### config.mk
export PLATFORM = sky130hd
export DESIGN_NAME = reg_file
export DESIGN_NICKNAME = d
export VERILOG_FILES = /design/src/rtl/reg_file_pkg.sv /design/src/rtl/reg_file_cell.sv /design/src/rtl/reg_file.sv
export SDC_FILE = /design/constraint.sdc
export NUM_CORES = 1
export LEC_CHECK = 0
export BUFFER_PORTS_ARGS = -buffer_cell sky130_fd_sc_hd__buf_2
export CAP_MARGIN = 40
export CORE_ASPECT_RATIO = 1.4
export CORE_MARGIN = 5
export CORE_UTILIZATION = 50
export CTS_CLUSTER_DIAMETER = 100
export CTS_CLUSTER_SIZE = 20
export DETAILED_ROUTE_END_ITERATION = 16
export PLACE_DENSITY = 0.7
export SETUP_SLACK_MARGIN = 0.5
export SLEW_MARGIN = 5
export SYNTH_ARGS = -nofsm -noshare
export SYNTH_HDL_FRONTEND = slang
export SYNTH_SLANG_ARGS = --single-unit
### constraint.sdc
create_clock -name CLK -period 2.1 [get_ports CLK]
set_input_delay 0.21 -clock CLK [delete_from_list [all_inputs] [get_ports CLK]]
set_output_delay 0.21 -clock CLK [all_outputs]
set_load 0.005 [all_outputs]
### src/rtl/reg_file_pkg.sv
// reg_file_pkg: shared register-file constants
// and the register-index type used by decode.
package reg_file_pkg;

  localparam int DEF_WIDTH    = 16;
  localparam int DEF_DEPTH    = 16;
  localparam int DEF_AW       = $clog2(DEF_DEPTH);
  localparam int DEF_SP_INDEX = DEF_DEPTH - 1;
  localparam int DEF_SP_STEP  = 2;

  localparam logic [DEF_WIDTH-1:0] DEF_SP_RESET = 16'hFFFE;

  typedef logic [DEF_AW-1:0] reg_idx_t;

endpackage

### src/rtl/reg_file_cell.sv
// reg_cell: enable-gated register with a
// synchronous, parametrised reset value.
module reg_cell #(
  parameter int              WIDTH   = 16,
  parameter logic [WIDTH-1:0] RST_VAL = '0
) (
  input  logic             clk_i,
  input  logic             rst_i,
  input  logic             en_i,
  input  logic [WIDTH-1:0] d_i,
  output logic [WIDTH-1:0] q_o
);

  logic [WIDTH-1:0] q_q;

  // reset wins, otherwise load only when enabled
  always_ff @(posedge clk_i) begin
    if (rst_i) begin
      q_q <= RST_VAL;
    end else if (en_i) begin
      q_q <= d_i;
    end
  end

  assign q_o = q_q;

endmodule

### src/rtl/reg_file.sv
// reg_file: DEPTH x WIDTH register bank, one write port,
// two combinational read ports, stepped stack pointer.
module reg_file
  import reg_file_pkg::*;
#(
  parameter int              WIDTH    = DEF_WIDTH,
  parameter int              DEPTH    = DEF_DEPTH,
  parameter int              ZERO_REG = 1,
  parameter int              BYPASS   = 0,
  parameter int              SP_INDEX = DEPTH - 1,
  parameter int              SP_STEP  = DEF_SP_STEP,
  parameter logic [WIDTH-1:0] SP_RESET = {WIDTH{1'b1}} - 1'b1,
  localparam int             AW       = $clog2(DEPTH)
) (
  input  logic             CLK,
  input  logic             Reset,
  input  logic             Write,
  input  logic [AW-1:0]    WriteAddr,
  input  logic [WIDTH-1:0] WriteData,
  input  logic [AW-1:0]    ReadAddrA,
  output logic [WIDTH-1:0] ReadDataA,
  input  logic [AW-1:0]    ReadAddrB,
  output logic [WIDTH-1:0] ReadDataB,
  input  logic             SPInc,
  input  logic             SPDec,
  output logic [WIDTH-1:0] SPValue
);

  logic [WIDTH-1:0] regs_q [DEPTH];
  logic [WIDTH-1:0] sp_d;
  logic             sp_en;
  logic             sp_wr;
  logic             wr_ok;

  // writes to a hard-wired zero register never land
  assign wr_ok = Write &&
    !((ZERO_REG != 0) && (WriteAddr == '0));

  assign sp_wr = wr_ok && (WriteAddr == AW'(SP_INDEX));
  assign sp_en = sp_wr || (SPInc ^ SPDec);

  // SP next value: explicit write beats a step
  always_comb begin
    sp_d = regs_q[SP_INDEX];
    if (sp_wr) begin
      sp_d = WriteData;
    end else if (SPInc && !SPDec) begin
      sp_d = regs_q[SP_INDEX] + WIDTH'(SP_STEP);
    end else if (SPDec && !SPInc) begin
      sp_d = regs_q[SP_INDEX] - WIDTH'(SP_STEP);
    end
  end

  for (genvar i = 0; i < DEPTH; i++) begin : g_reg
    if (i == SP_INDEX) begin : g_sp
      reg_cell #(
        .WIDTH   (WIDTH),
        .RST_VAL (SP_RESET)
      ) u_cell (
        .clk_i (CLK),
        .rst_i (Reset),
        .en_i  (sp_en),
        .d_i   (sp_d),
        .q_o   (regs_q[i])
      );
    end else begin : g_gp
      logic en;
      assign en = wr_ok && (WriteAddr == AW'(i));
      reg_cell #(
        .WIDTH   (WIDTH),
        .RST_VAL ('0)
      ) u_cell (
        .clk_i (CLK),
        .rst_i (Reset),
        .en_i  (en),
        .d_i   (WriteData),
        .q_o   (regs_q[i])
      );
    end
  end

  assign SPValue = regs_q[SP_INDEX];

  // read port A: array, zero-reg mask, optional bypass
  always_comb begin
    ReadDataA = regs_q[ReadAddrA];
    if ((ZERO_REG != 0) && (ReadAddrA == '0)) begin
      ReadDataA = '0;
    end
    if ((BYPASS != 0) && wr_ok &&
        (ReadAddrA == WriteAddr)) begin
      ReadDataA = WriteData;
    end
  end

  // read port B: same structure as port A
  always_comb begin
    ReadDataB = regs_q[ReadAddrB];
    if ((ZERO_REG != 0) && (ReadAddrB == '0)) begin
      ReadDataB = '0;
    end
    if ((BYPASS != 0) && wr_ok &&
        (ReadAddrB == WriteAddr)) begin
      ReadDataB = WriteData;
    end
  end

endmodule

; ---- Yosys cells after proc, flatten, opt, wreduce, memory -nomap -nowiden
; Index checks and enable logic that the tools add are counted.
[word_totals]
memories = 0
rom_bits = 0
word_cells = 77
latch_bits = 0
inputBits = 33
mem_bits_rw = 0
regBits = 256
output_inout_bits = 48
[op_classes]
mul = 0
n_addsub = 2
n_bitwise = 3
eq_ne = 15
shifts = 0
muxes = 11
div = 0
reduce_logical = 28
n_lt_le_gt_ge = 2
[ops]
columns = op, count
row1 = $mux W16, 9
row2 = $bmux W16 S4, 2
row3 = $eq A4 B4 Y1 const B, 8
row4 = $logic_and A1 B1 Y1, 19
row5 = $add A16 B2 Y16 const B, 1
row6 = $eq A4 B3 Y1 const B, 4
row7 = $sub A16 B2 Y16 const B, 1
row8 = $logic_not A4 Y1, 3
row9 = $ge A5 B5 Y1 const B, 2
row10 = $not A4 Y5, 2
row11 = $eq A4 B2 Y1 const B, 2
row12 = $eq A4 B1 Y1 const B, 1
row13 = $logic_not A1 Y1, 3
row14 = $reduce_bool A3 Y1, 1
row15 = $reduce_and A2 Y1, 1
row16 = $logic_or A1 B1 Y1, 1
row17 = $xor A1 B1 Y1, 1

; ---- Depth between registers and ports, before layout
; Gate-level depths: netlist of run 1.
[logic_depth]
ltp_word = 6
mapped_depth = 11

; ---- Modules after synthesis
; Synthesis of run 1 repeated with hierarchy kept, for this count alone.
[hier_totals]
hier_cells = 1311
area_unflattened_um2 = 14129.8
[by_module_without_submodules]
columns = mod, instances, area_each_um2, cells_per_inst
row1 = reg_cell (g_reg[0].g_gp.u_cell ...), 15, 580.6, 52
row2 = reg_file, 1, 4822.1, 478
row3 = reg_cell (g_reg[15].g_sp.u_cell), 1, 599.3, 53

; ---- Least setup slack after synthesis of run 1
; Ideal clock, no wire load.
[synth_path]
path_type = input port to flip-flop
from = input port SPDec
to = register g_reg[15].g_sp.u_cell.q_q[11]
required_time_ps = 2038
arrival_time_ps = 2150
stages = 10
slack_ps = -113
path_cell_list = inv_1 > ha_1 > inv_1 > ha_1 > clkbuf_1 > nand4_1 > a311oi_2 > nor2_1 > or4_1 > nand3_1
[synth_between]
elab_chain_len = 4
[synth_lines]
columns = element, line_no
row1 = "start, declared", reg_file.sv:25  ; input logic SPDec,
row2 = $logic_not A1 Y1, reg_file.sv:47  ; end else if (SPInc && !SPDec) begin
row3 = $logic_and A1 B1 Y1, reg_file.sv:47
row4 = $reduce_bool A3 Y1 (no source line) or $mux W16 (tied branches), --
row5 = $reduce_and A2 Y1 (no source line) or $mux W16 (tied branches), --
row6 = "end signal, assigned", reg_file_cell.sv:21  ; q_q <= d_i;
row7 = "end, declared", reg_file_cell.sv:14  ; logic [WIDTH-1:0] q_q;
; Several ways; a longest one is shown, not always the timed one.
; A chain may end at the register's enable or synchronous reset.

; ---- Final worst setup path of run 1
[layout_path]
from = register g_reg[15].g_sp.u_cell.q_q[8]
to = output port ReadDataB[8]
[layout_between]
elab_chain_len = 4
[layout_lines]
columns = element, line_no
row1 = $bmux W16 S4, reg_file.sv:98  ; ReadDataB = regs_q[ReadAddrB];
row2 = $mux W16 (implied by the code) (2 in a row), reg_file.sv:98
row3 = $mux W16, reg_file.sv:99  ; if ((ZERO_REG != 0) && (ReadAddrB == '0)) begin
row4 = "end, declared", reg_file.sv:23  ; output logic [WIDTH-1:0] ReadDataB,
; No other way between the ends. The select of a mux whose other input is x is not followed.

==> metrics.md, run 1 <==
| Metric | Value |
|---|---|
| Die area | `31,770 um^2` |
| Achievable Freq | `454.7 MHz` |
| Initial Utilization | `50.92%` |
| Reg clk slew, reported paths | `0.09 ns` |
| Failing checks | `negative setup slack` |
| Setup skew after layout | `0.008941 ns` |
| Antenna-violating nets left | `0` |
| Max FO, Critical Path | `3` |
| Number of flops mapped to enable cells by yosys | `0` |
| Setup Viol. Count Final | `21` |
| Tmin final | `2.199 ns` |
| CP Launch Type | `register` |
| Worst-Margin Slew | `0.7842 ns` |
| CTS tree | `built` |
| GRT overflow | `0` |
| Die height | `208.9 um` |
| Top post-synthesis cells by area | `dfxtp_1, mux4_2, nand2_1, a21oi_1, mux4_1` |
| Power Density | `603.0 nW/um^2` |
| Diode count | `0` |
| FF+latch count, synth | `256` |
| Initial antenna violation count | `0` |
| Largest net degree at the start of global routing | `84` |
| Most frequent cell after synthesis | `nand2_1` |
| VDD IR max | `0.6044 mV` |
| Drt via density | `6.160` |
| Synth async-reset ratio | `0%` |
| Max-slew violations | `0` |
| Clk Latency, worst-skew pair | `0.49 ns` |
| H-Tree Level Count | `1` |
| Layout cells sized above 1 | `33.72%` |
| Row cnt | `72` |
| Min Hold Slack | `0.09961 ns` |
| Slew margin rel. | `47.33%` |
| Critical Path End Type | `primary output` |
| Leakage Power | `0.005807 uW` |
| Min-Delay Path Class | `in -> reg` |
| Hold buffer count at CTS | `0` |
| Number of buffers created by CTS | `16` |
| Sequential area share after synthesis | `36.27%` |
| First-pass DRT Iterations | `6` |
| Synth Net Count | `1,586` |
| GRT Util Overall | `26.87%` |
| Yosys Warn Count | `0` |
| CP required | `1.89 ns` |
| Residual DRC | `0` |
| Area leader, netlist | `dfxtp_1` |
| Status | `complete, but fails checks` |
| Detailed-placement wirelength estimate | `29.65 mm` |
| Top Ports | `81` |
| Maximum clock path buffer count | `3` |
| Iteration-0 DRC count of the detailed router | `1,125` |
| WP data arrival | `1.99 ns` |
| RD Place Congestion | `0.9029` |
| Synthesized netlist cell count | `1,536` |
| Vias in the first global route | `12,420` |
| Pwr Total | `10,330 uW` |
| Fin nets | `1,701` |
| First-pass GRT wire length | `69.08 mm` |
| Area share of the largest cell type after synthesis | `36.27%` |
| Synth top cells by count | `nand2_1, dfxtp_1, a21oi_1` |
| Synth unique cells | `53` |
| I/O Buffers | `80` |
| Core ar. | `27,750 um^2` |
| Crit share post-route | `104.7%` |
| Final worst slack | `-0.09923 ns` |
| WL final | `43.92 mm` |
| Final core utilization | `61.73%` |
| Synth Area per Inst | `9.198 um^2` |
| Die width | `152.1 um` |
| WL per Instance | `21.72 um` |
| Setup TNS | `-0.7623 ns` |
| CTS root buf | `clkbuf_16` |
| Ys flop type | `dfxtp_1` |
| Critical path class | `reg -> out` |
| RSZ-0062 raised after global routing | `true` |
| Max-cap violations | `0` |
| Final count of hold timing violations | `0` |
| Routed vias | `12,456` |
| Area grow syn2layout | `21.23%` |
| Sink Count | `256` |
| Cell Area, Synth | `14,130 um^2` |
==> routing by layer <==
layer	share of wire, %	track usage (%)
met4	5.0	13.37
met1	38	32.76
met2	51	47.39
met3	6.1	2.732
met5	0	0
==> sequential cells by signal, indices dropped and copies added, names as in the netlist <==
name,count
g.g_gp.u_cell.q_o,240
g.g_sp.u_cell.q_o,16
==> through the flow <==
step           cells  instance area [um^2]  setup slack (ns)
3_5_place_dp    1979                 15450           -0.1234
3_3_place_gp    1978                 15440           -0.1273
2_1_floorplan   1536                 14290            0.1602
5_1_grt         2022                 17130           -0.1607
6_report        2022                 17130          -0.09923
4_1_cts         2017                 16840          -0.09941
==> power by group <==
group	switching (uW)	total, uW	internal [uW]
registers	82.7	5030	4940
logic	1120	2080	957
clock network	1640	3220	1580
==> repair_timing <==
action / CTS / global route
cloned: 1 / 0
gates resized for setup: 194 / 58
setup endpoints to repair: 44 / 45
pin swaps: 93 / 37
buffers inserted: 18 / 5
==> cells in the final DEF (no fill, tap or decap), drive strengths merged, types with 6 or more instances in the layout <==
cell type,count
a211oi,75
a21oi,241
and2b,6
and3,12
buf,224
clkbuf,18
dfxtp,256
ha,16
inv,9
mux2i,34
mux4,128
nand2,478
nand3,12
nor2,31
nor2b,46
nor3,10
o21ai,10
xnor2,7
==> layout make-up <==
type | instances | area (um^2)
repair buffers | 225 | 1809
fillers | 2312 | 10620
clock inverters | 1 | 30.03
well taps | 370 | 462.9
clock buffers | 18 | 429.2
inverters | 9 | 48.80
flip-flops and latches | 256 | 5185
multi-input cells | 1143 | 9163
==> worst paths after layout <==
check	startpoint	to	slack, ns	cells after the start
max	g_reg[15].g_sp.u_cell.q_o[8]$_SDFFE_PP1P_	ReadDataB[8]	-0.1	5
max reg2reg	g_reg[15].g_sp.u_cell.q_o[1]$_SDFFE_PP1P_	g_reg[15].g_sp.u_cell.q_o[11]$_SDFFE_PP1P_	-0.08	9
min reg2reg	g_reg[3].g_gp.u_cell.q_o[14]$_SDFFE_PP0P_	g_reg[3].g_gp.u_cell.q_o[14]$_SDFFE_PP0P_	0.46	2
min	Reset	g_reg[0].g_gp.u_cell.q_o[3]$_SDFFE_PP0P_	0.1	2
==> kinds of logic after synthesis <==
kind of cell	count (synthesis)	synth area share [%]
xor+xnor	8	0.4959
mux	162	23.54
buf+inv	137	5.614
compound gates	343	13.93
simple gates	613	18.59
fa+ha+maj	17	1.559
flops	256	36.27
==> critical path: stages (launching register included) <==
cell and delay (ns):
dfxtp_2 0.33, buf_6 0.12, mux4_4 0.61, mux2i_2 0.19
a211oi_2 0.11, buf_2 0.14
Power figures use the tool's default switching activity.
==> inputs of run 2 (changes only) <==
--- a/config.mk
+++ b/config.mk
@@ -5,6 +5,7 @@
 export SDC_FILE = /design/constraint.sdc
 export NUM_CORES = 1
 export LEC_CHECK = 0
+export ABC_AREA = 1
 export BUFFER_PORTS_ARGS = -buffer_cell sky130_fd_sc_hd__buf_2
 export CAP_MARGIN = 40
 export CORE_ASPECT_RATIO = 1.4
@@ -19,3 +20,4 @@
 export SYNTH_ARGS = -nofsm -noshare
 export SYNTH_HDL_FRONTEND = slang
 export SYNTH_SLANG_ARGS = --single-unit
+export TNS_END_PERCENT = 30
==> run 2 against run 1 <==
  * The run now ends clean
  * Core utilization fell by 3.5 points
  * Via count rose by 24%
  * Worst setup slack better by 0.24 ns
  * First-iteration DRC count grew 54%
  * Area after synthesis grew 2.6%
  * Critical path depth up 2
  * Largest cell class unchanged
==> metrics.md, run 2 <==
| Metric | Value |
|---|---|
| Status | `finished clean (was complete, but fails checks)` |
| CP Launch Type | `register (unchanged)` |
| Largest net degree at the start of global routing | `88 (was 84)` |
| Critical Path End Type | `primary output (unchanged)` |
| Row cnt | `73 (was 72)` |
| WL final | `51.63 mm (was 43.92 mm)` |
| Ys flop type | `dfxtp_1 (unchanged)` |
| Crit share post-route | `93.09% (was 104.7%)` |
| Top Ports | `81 (unchanged)` |
| Synth Area per Inst | `6.594 um^2 (was 9.198 um^2)` |
| Initial Utilization | `50.86% (was 50.92%)` |
| Routed vias | `15,400 (was 12,456)` |
| Slew margin rel. | `50.47% (was 47.33%)` |
| Number of buffers created by CTS | `16 (unchanged)` |
| Flop2flop setup slack | `0.29 ns (was -0.08 ns)` |
| GRT Util Overall | `30.51% (was 26.87%)` |
| WP data arrival | `1.74 ns (was 1.99 ns)` |
| CP required | `1.89 ns (about the same)` |
| Diode count | `0 (unchanged)` |
| Max FO, Critical Path | `3 (unchanged)` |
| GRT overflow | `0 (unchanged)` |
| I/O Buffers | `80 (unchanged)` |
| H-Tree Level Count | `1 (unchanged)` |
| Die area | `32,540 um^2 (was 31,770 um^2)` |
| Most frequent cell after synthesis | `a21oi_1 (was nand2_1)` |
| Achievable Freq | `511.5 MHz (was 454.7 MHz)` |
| Iteration-0 DRC count of the detailed router | `1,731 (was 1,125)` |
| FF+latch count, synth | `256 (unchanged)` |
| Cell Area, Synth | `14,490 um^2 (was 14,130 um^2)` |
| Setup skew after layout | `0.01327 ns (was 0.008941 ns)` |
| Synth unique cells | `27 (was 53)` |
| Leakage Power | `0.006846 uW (was 0.005807 uW)` |
| Post-place instance area | `15,370 um^2 (was 15,450 um^2)` |
| Area share of the largest cell type after synthesis | `35.36% (was 36.27%)` |
| Area leader, netlist | `dfxtp_1 (unchanged)` |
| Detailed-placement wirelength estimate | `34.93 mm (was 29.65 mm)` |
| Clk Latency, worst-skew pair | `0.52 ns (was 0.49 ns)` |
| Most common cell after layout, fill and taps aside | `nand2_1 (unchanged)` |
| First-pass DRT Iterations | `6 (unchanged)` |
| Tmin final | `1.955 ns (was 2.199 ns)` |
| Max-slew violations | `0 (unchanged)` |
| Sink Count | `256 (unchanged)` |
| VDD IR max | `0.7822 mV (was 0.6044 mV)` |
| Core ar. | `28,500 um^2 (was 27,750 um^2)` |
| Synth async-reset ratio | `0% (unchanged)` |
| Setup TNS | `0 ns (was -0.7623 ns)` |
| Power Density | `642.8 nW/um^2 (was 603.0 nW/um^2)` |
| Design Area, Final | `16,590 um^2 (was 17,130 um^2)` |
| CTS root buf | `clkbuf_16 (unchanged)` |
| Setup Viol. Count Final | `0 (was 21)` |
| Synth Net Count | `2,248 (was 1,586)` |
| Maximum clock path buffer count | `3 (unchanged)` |
| Reg clk slew, reported paths | `0.08 ns (was 0.09 ns)` |
| Synth top cells by count | `a21oi_1, nand2_1, o21ai_0 (was nand2_1, dfxtp_1, a21oi_1)` |
| First-pass GRT wire length | `79.49 mm (was 69.08 mm)` |
| Synthesized netlist cell count | `2,198 (was 1,536)` |
| RSZ-0062 raised after global routing | `true (unchanged)` |
| Min-Delay Path Class | `in -> reg (unchanged)` |
| Number of flops mapped to enable cells by yosys | `0 (unchanged)` |
| Top post-synthesis cells by area | `dfxtp_1, a21oi_1, o21ai_0, nand2_1, o211ai_1 (was dfxtp_1, mux4_2, nand2_1, a21oi_1, mux4_1)` |
| Fin nets | `2,255 (was 1,701)` |
| Worst-Margin Slew | `0.7430 ns (was 0.7842 ns)` |
| Critical path class | `reg -> out (unchanged)` |
| Max-cap violations | `0 (unchanged)` |
| WL per Instance | `20.01 um (was 21.72 um)` |
| Initial antenna violation count | `0 (unchanged)` |
| Antenna-violating nets left | `0 (unchanged)` |
| Sequential area share after synthesis | `35.36% (was 36.27%)` |
| Die height | `211.5 um (was 208.9 um)` |
| Die width | `153.9 um (was 152.1 um)` |
| Final count of hold timing violations | `0 (unchanged)` |
| Residual DRC | `0 (unchanged)` |
| Min Hold Slack | `0.01892 ns (was 0.09961 ns)` |
| Fillers | `2,770 (was 2,312)` |
| Layout cells sized above 1 | `18.82% (was 33.72%)` |
| CTS tree | `built (unchanged)` |
| Drt via density | `5.969 (was 6.160)` |
| Most frequent cells in the layout | `nand2_1, a21oi_1, o21ai_0, inv_1, dfxtp_1 (was nand2_1, a21oi_1, dfxtp_1, mux4_2, buf_4)` |
| RD Place Congestion | `0.9748 (was 0.9029)` |
| Vias in the first global route | `14,331 (was 12,420)` |
| Area grow syn2layout | `14.45% (was 21.23%)` |
| Yosys Warn Count | `0 (unchanged)` |
| Max reg flops | `240 (unchanged)` |
==> run 2: cell count changes after synthesis, sizes merged, moves of 10 or more <==
cell,previous run,this run
inv,9,253
mux4,128,0
nor3,10,0
o211ai,3,128
nand3,12,118
a21oi,241,395
o21ai,10,371
nand2,478,375
mux2i,34,0
nor2,31,77
and3,12,0
buf,49,123
a211oi,75,0
nor2b,46,0
==> run 2: cells by family after synthesis <==
kind of cell	share of synthesized area, %
AOI/OAI and AO/OA	33.19
xor gates and xnor gates	0.3022
buffers and inverters	13.10
and+or+nand+nor	16.52
DFF	35.36
adders and majority gates	1.519
==> run 2: path summary, 6_finish.rpt <==
path | start | endpoint | cells after the start
max | g_reg[15].g_sp.u_cell.q_o[0]$_SDFFE_PP0P_ | ReadDataA[0] | 7
min | WriteData[9] | g_reg[3].g_gp.u_cell.q_o[9]$_SDFFE_PP0P_ | 3
max reg2reg | g_reg[15].g_sp.u_cell.q_o[1]$_SDFFE_PP1P_ | g_reg[15].g_sp.u_cell.q_o[13]$_SDFFE_PP1P_ | 11
min reg2reg | g_reg[0].g_gp.u_cell.q_o[5]$_SDFFE_PP0P_ | g_reg[0].g_gp.u_cell.q_o[5]$_SDFFE_PP0P_ | 2
==> run 2: worst max-delay path: stages (launching register included) <==
cell	delay, ns
dfxtp_2	0.36
inv_2	0.08
nand2_1	0.06
o211ai_1	0.08
nand3_1	0.16
nand3_2	0.16
a21oi_2	0.20
buf_2	0.13
==> run 2: power breakdown <==
part,internal [uW],switching [uW],leakage [uW]
Clock,1570,1710,0.000224
Sequential,4980,90.8,0.00209
Combinational,814,1500,0.00453
Total,7370,3290,0.00685
==> run 2: final cells by class <==
cell class | instances | area, um^2 | area share, %
clock buffer | 17 | 425.4 | 2.564
multi-input combinational | 1498 | 8035 | 48.44
tap | 375 | 469.2 | 2.828
clock inverter | 1 | 30.03 | 0.1810
sequential | 256 | 5228 | 31.51
timing repair buffer | 180 | 1441 | 8.689
inverter | 253 | 959.7 | 5.785
==> run 2: repair_timing <==
item,in CTS,in global routing
setup buffers,10,4
pin swaps,71,56
hold endpoints to repair,8,0
gates resized for setup,173,91
setup endpoints to repair,41,43
hold buffers,8,0
==> run 2: routing by layer <==
layer	track usage (%)	part of all wire, %
met1	37.57	39
met2	50.67	46
met3	3.701	7.6
met4	19.26	7.2
met5	0	0
==> run 2: stage by stage <==
stage	setup WS, ns	instances	total power, uW	util, %
2_1_floorplan	0.5219	2198	6494	-
3_3_place_gp	0.1981	2540	7217	53.93
3_5_place_dp	0.1825	2540	7244	53.93
4_1_cts	0.1604	2576	10610	57.47
5_1_grt	0.09039	2580	11060	58.21
6_report	0.1450	2580	10660	58.21
==> inputs of run 3 (changes only) <==
--- a/config.mk
+++ b/config.mk
@@ -14,7 +14,7 @@
 export CTS_CLUSTER_DIAMETER = 100
 export CTS_CLUSTER_SIZE = 20
 export DETAILED_ROUTE_END_ITERATION = 16
-export PLACE_DENSITY = 0.7
+export PLACE_DENSITY = 0.77
 export SETUP_SLACK_MARGIN = 0.5
 export SLEW_MARGIN = 5
 export SYNTH_ARGS = -nofsm -noshare
==> run 3 against run 2 <==
  * Clock-buffer cell count stayed put
  * Cell count is 0.35% higher
  * Maximum frequency is 0.59% lower
  * Critical path type is now in -> out
  * Total power is 0.15% lower
  * Largest cell class unchanged
  * Global-route usage is 0.90 points lower
  * Sequential power hardly changed
  * Combinational power hardly changed
  * Core utilization is 0.19 points lower
==> metrics.md, run 3 (same netlist as run 2, synthesis figures left out) <==
| Metric | Value |
|---|---|
| Routed vias | `15,657 (was 15,400)` |
| Reg clk slew, reported paths | `0.08 ns (about the same)` |
| Hold Path End | `g_reg[3].g_gp.u_cell.q_o[9]$_SDFFE_PP0P_ (unchanged)` |
| Critical Path End Type | `primary output (unchanged)` |
| Max FO, Critical Path | `37 (was 3)` |
| Worst path max stage delay | `0.46 ns (was 0.36 ns)` |
| Largest net degree at the start of global routing | `54 (was 88)` |
| WL final | `50.35 mm (was 51.63 mm)` |
| Clock share of power | `30.7% (about the same)` |
| Post-placement cell count | `2,556 (was 2,540)` |
| Setup skew after layout | `0.007400 ns (was 0.01327 ns)` |
| Sequential Power Share | `47.8% (was 47.6%)` |
| Drt via density | `6.048 (was 5.969)` |
| Power Density | `644.0 nW/um^2 (was 642.8 nW/um^2)` |
| Fillers | `2,669 (was 2,770)` |
| I/O Buffers | `80 (unchanged)` |
| VDD IR max | `1.043 mV (was 0.7822 mV)` |
| Fin nets | `2,264 (was 2,255)` |
| Critical Path, Cell by Cell | `buf_4, buf_4, buf_4, o211ai_1, nand3_1, nand3_1, a21oi_2, buf_2 (was inv_2, nand2_1, o211ai_1, nand3_1, nand3_2, a21oi_2, buf_2)` |
| Area grow syn2layout | `14.07% (was 14.45%)` |
| Tmin final | `1.967 ns (was 1.955 ns)` |
| CTS tree | `built (unchanged)` |
| Net Sw Frac | `30.76% (was 30.88%)` |
| First-pass GRT wire length | `78.61 mm (was 79.49 mm)` |
| Non-Filler Instances | `2,589 (was 2,580)` |
| Setup TNS | `0 ns (unchanged)` |
| Status | `finished clean (unchanged)` |
| Most common cell after layout, fill and taps aside | `nand2_1 (unchanged)` |
| Design Area, Final | `16,530 um^2 (was 16,590 um^2)` |
| Slowest-stage cell, CP | `buf_4 (was dfxtp_2)` |
| Die height | `211.5 um (unchanged)` |
| Row cnt | `73 (unchanged)` |
| Crit Reg-Reg Endpoint | `g_reg[15].g_sp.u_cell.q_o[9]$_SDFFE_PP1P_ (was g_reg[15].g_sp.u_cell.q_o[13]$_SDFFE_PP1P_)` |
| Achievable Freq | `508.5 MHz (was 511.5 MHz)` |
| Worst reg-to-reg path cell count | `9 (was 11)` |
| CP most frequent cell | `buf_4` |
| Number of buffers created by CTS | `16 (unchanged)` |
| Residual DRC | `0 (unchanged)` |
| RD Place Congestion | `0.9983 (was 0.9748)` |
| Top Ports | `81 (unchanged)` |
| First-pass DRT Iterations | `6 (unchanged)` |
| Die area | `32,540 um^2 (unchanged)` |
| Sw power | `3275 uW (was 3293 uW)` |
| Setup Viol. Count Final | `0 (unchanged)` |
| Layout cells sized above 1 | `18.43% (was 18.82%)` |
| Worst-Margin Slew | `0.5970 ns (was 0.7430 ns)` |
| GRT Util Overall | `29.61% (was 30.51%)` |
| Maximum clock path buffer count | `3 (unchanged)` |
| Combinational group share of total power | `21.6% (was 21.7%)` |
| H-Tree Level Count | `1 (unchanged)` |
| Most frequent cells in the layout | `nand2_1, a21oi_1, o21ai_0, dfxtp_1, inv_1 (was nand2_1, a21oi_1, o21ai_0, inv_1, dfxtp_1)` |
| Sink Count | `256 (unchanged)` |
| Max-cap violations | `0 (unchanged)` |
| Crit share post-route | `93.64% (was 93.09%)` |
| Antenna-violating nets left | `0 (unchanged)` |
| P_int | `7372 uW (was 7371 uW)` |
| Min-Delay Path Class | `in -> reg (unchanged)` |
| GRT overflow | `0 (unchanged)` |
| Core ar. | `28,500 um^2 (unchanged)` |
| WL per Instance | `19.45 um (was 20.01 um)` |
| CTS root buf | `clkbuf_16 (unchanged)` |
| Initial Utilization | `50.86% (unchanged)` |
| Critical path class | `in -> out (was reg -> out)` |
| WP data arrival | `1.76 ns (was 1.74 ns)` |
| Vias in the first global route | `14,849 (was 14,331)` |
| Clk Latency, worst-skew pair | `0.51 ns (was 0.52 ns)` |
| Initial antenna violation count | `0 (unchanged)` |
| Detailed-placement wirelength estimate | `35.02 mm (was 34.93 mm)` |
| Max-slew violations | `0 (unchanged)` |
| Leakage Power | `0.006851 uW (was 0.006846 uW)` |
| Post-place instance area | `15,490 um^2 (was 15,370 um^2)` |
| Iteration-0 DRC count of the detailed router | `1,735 (was 1,731)` |
| Max reg flops | `240 (unchanged)` |
| Final count of hold timing violations | `0 (unchanged)` |
| RSZ-0062 raised after global routing | `true (unchanged)` |
| RR Startpoint | `g_reg[15].g_sp.u_cell.q_o[2]$_SDFFE_PP1P_ (was g_reg[15].g_sp.u_cell.q_o[1]$_SDFFE_PP1P_)` |
| Hold depth | `3 (unchanged)` |
| CP Launch Type | `input pin (was register)` |
| CP required | `1.89 ns (about the same)` |
| Diode count | `0 (unchanged)` |
| Min-delay src | `WriteData[9] (unchanged)` |
| Flop2flop setup slack | `0.39 ns (was 0.29 ns)` |
| Slew margin rel. | `60.16% (was 50.47%)` |
| Die width | `153.9 um (unchanged)` |
-- run 3: cell types whose count changed in the layout (fill, tap and decap cells not counted), moves of 4 or more --
cell	before	now
dlygate4sd3_1	8	3
nand3_1	83	95
dfxtp_1	198	208
buf_6	1	5
nand2_1	365	359
a21oi_2	43	38
a21oi_1	344	352
dfxtp_2	46	35
buf_4	74	87
nand2_2	10	16
nand3_2	32	23
inv_1	207	203
-- run 3: metrics by stage --
stage	util [%]	total power [uW]	hold slack, ns	worst slack, ns
after floorplan	-	6494	0.3323	0.5219
after global placement	54.35	7221	0.4180	0.1483
after detailed placement	54.35	7261	0.4232	0.1298
after CTS	57.59	10560	0.009004	0.1880
after global routing	58.02	11040	0.03420	0.08024
final	58.02	10650	0.02216	0.1335
-- run 3: power groups by stage --
stage	sequential, uW	combinational, uW	clock (uW)
after global placement	5200	2030	0
after detailed placement	5200	2060	0
after global routing	5100	2470	3470
after floorplan	5160	1330	0
final	5090	2300	3270
after CTS	5080	2200	3280
-- run 3: worst max-delay path by stage --
stage                                                         start                                   endpoint  slack [ns]  cells past startpoint
after detailed placement                               ReadAddrA[1]                               ReadDataA[3]        0.13                      7
after global placement                                 ReadAddrA[1]                               ReadDataA[4]        0.15                      9
after CTS                 g_reg[1].g_gp.u_cell.q_o[15]$_SDFFE_PP0P_                              ReadDataB[15]        0.19                      9
after global routing      g_reg[1].g_gp.u_cell.q_o[15]$_SDFFE_PP0P_                              ReadDataA[15]        0.08                     10
after floorplan           g_reg[15].g_sp.u_cell.q_o[1]$_SDFFE_PP1P_  g_reg[15].g_sp.u_cell.q_o[9]$_SDFFE_PP1P_        0.52                      9
final                                                  ReadAddrB[1]                               ReadDataB[2]        0.13                      8
-- run 3: area by class of cell --
| type | instances | area, um^2 | share of cell area (%) |
|---|---|---|---|
| Multi-Input combinational cell | 1498 | 7911 | 47.85 |
| Sequential cell | 256 | 5218 | 31.56 |
| Clock inverter | 1 | 30.03 | 0.1816 |
| Tap cell | 375 | 469.2 | 2.838 |
| Timing Repair Buffer | 189 | 1510 | 9.134 |
| Inverter | 253 | 969.7 | 5.865 |
| Clock buffer | 17 | 425.4 | 2.573 |
-- run 3: what timing repair did --
| item | in CTS | in global routing |
|---|---|---|
| hold buffers | 3 | 0 |
| endpoints found under the setup margin | 42 | 43 |
| endpoints found under the hold margin | 3 | 0 |
| resized for setup | 174 | 67 |
| buffers inserted | 11 | 1 |
| pin swaps | 49 | 34 |
-- run 3: routing by layer --
layer  vias to the layer above  global-route usage (%)  share of wire (%)
met3                       242                   3.742                8.2
met5                         -                       0                  0
met1                      7180                   35.09                 37
li1                       7420                       -                  -
met4                         0                   22.85                9.0
met2                       815                   48.61                 46
-- run 3: worst max-delay path, delay by kind of cell --
family,cells,cell delay [ns]
simple gates,2,0.23
buf+inv,4,1.01
compound gates,2,0.29
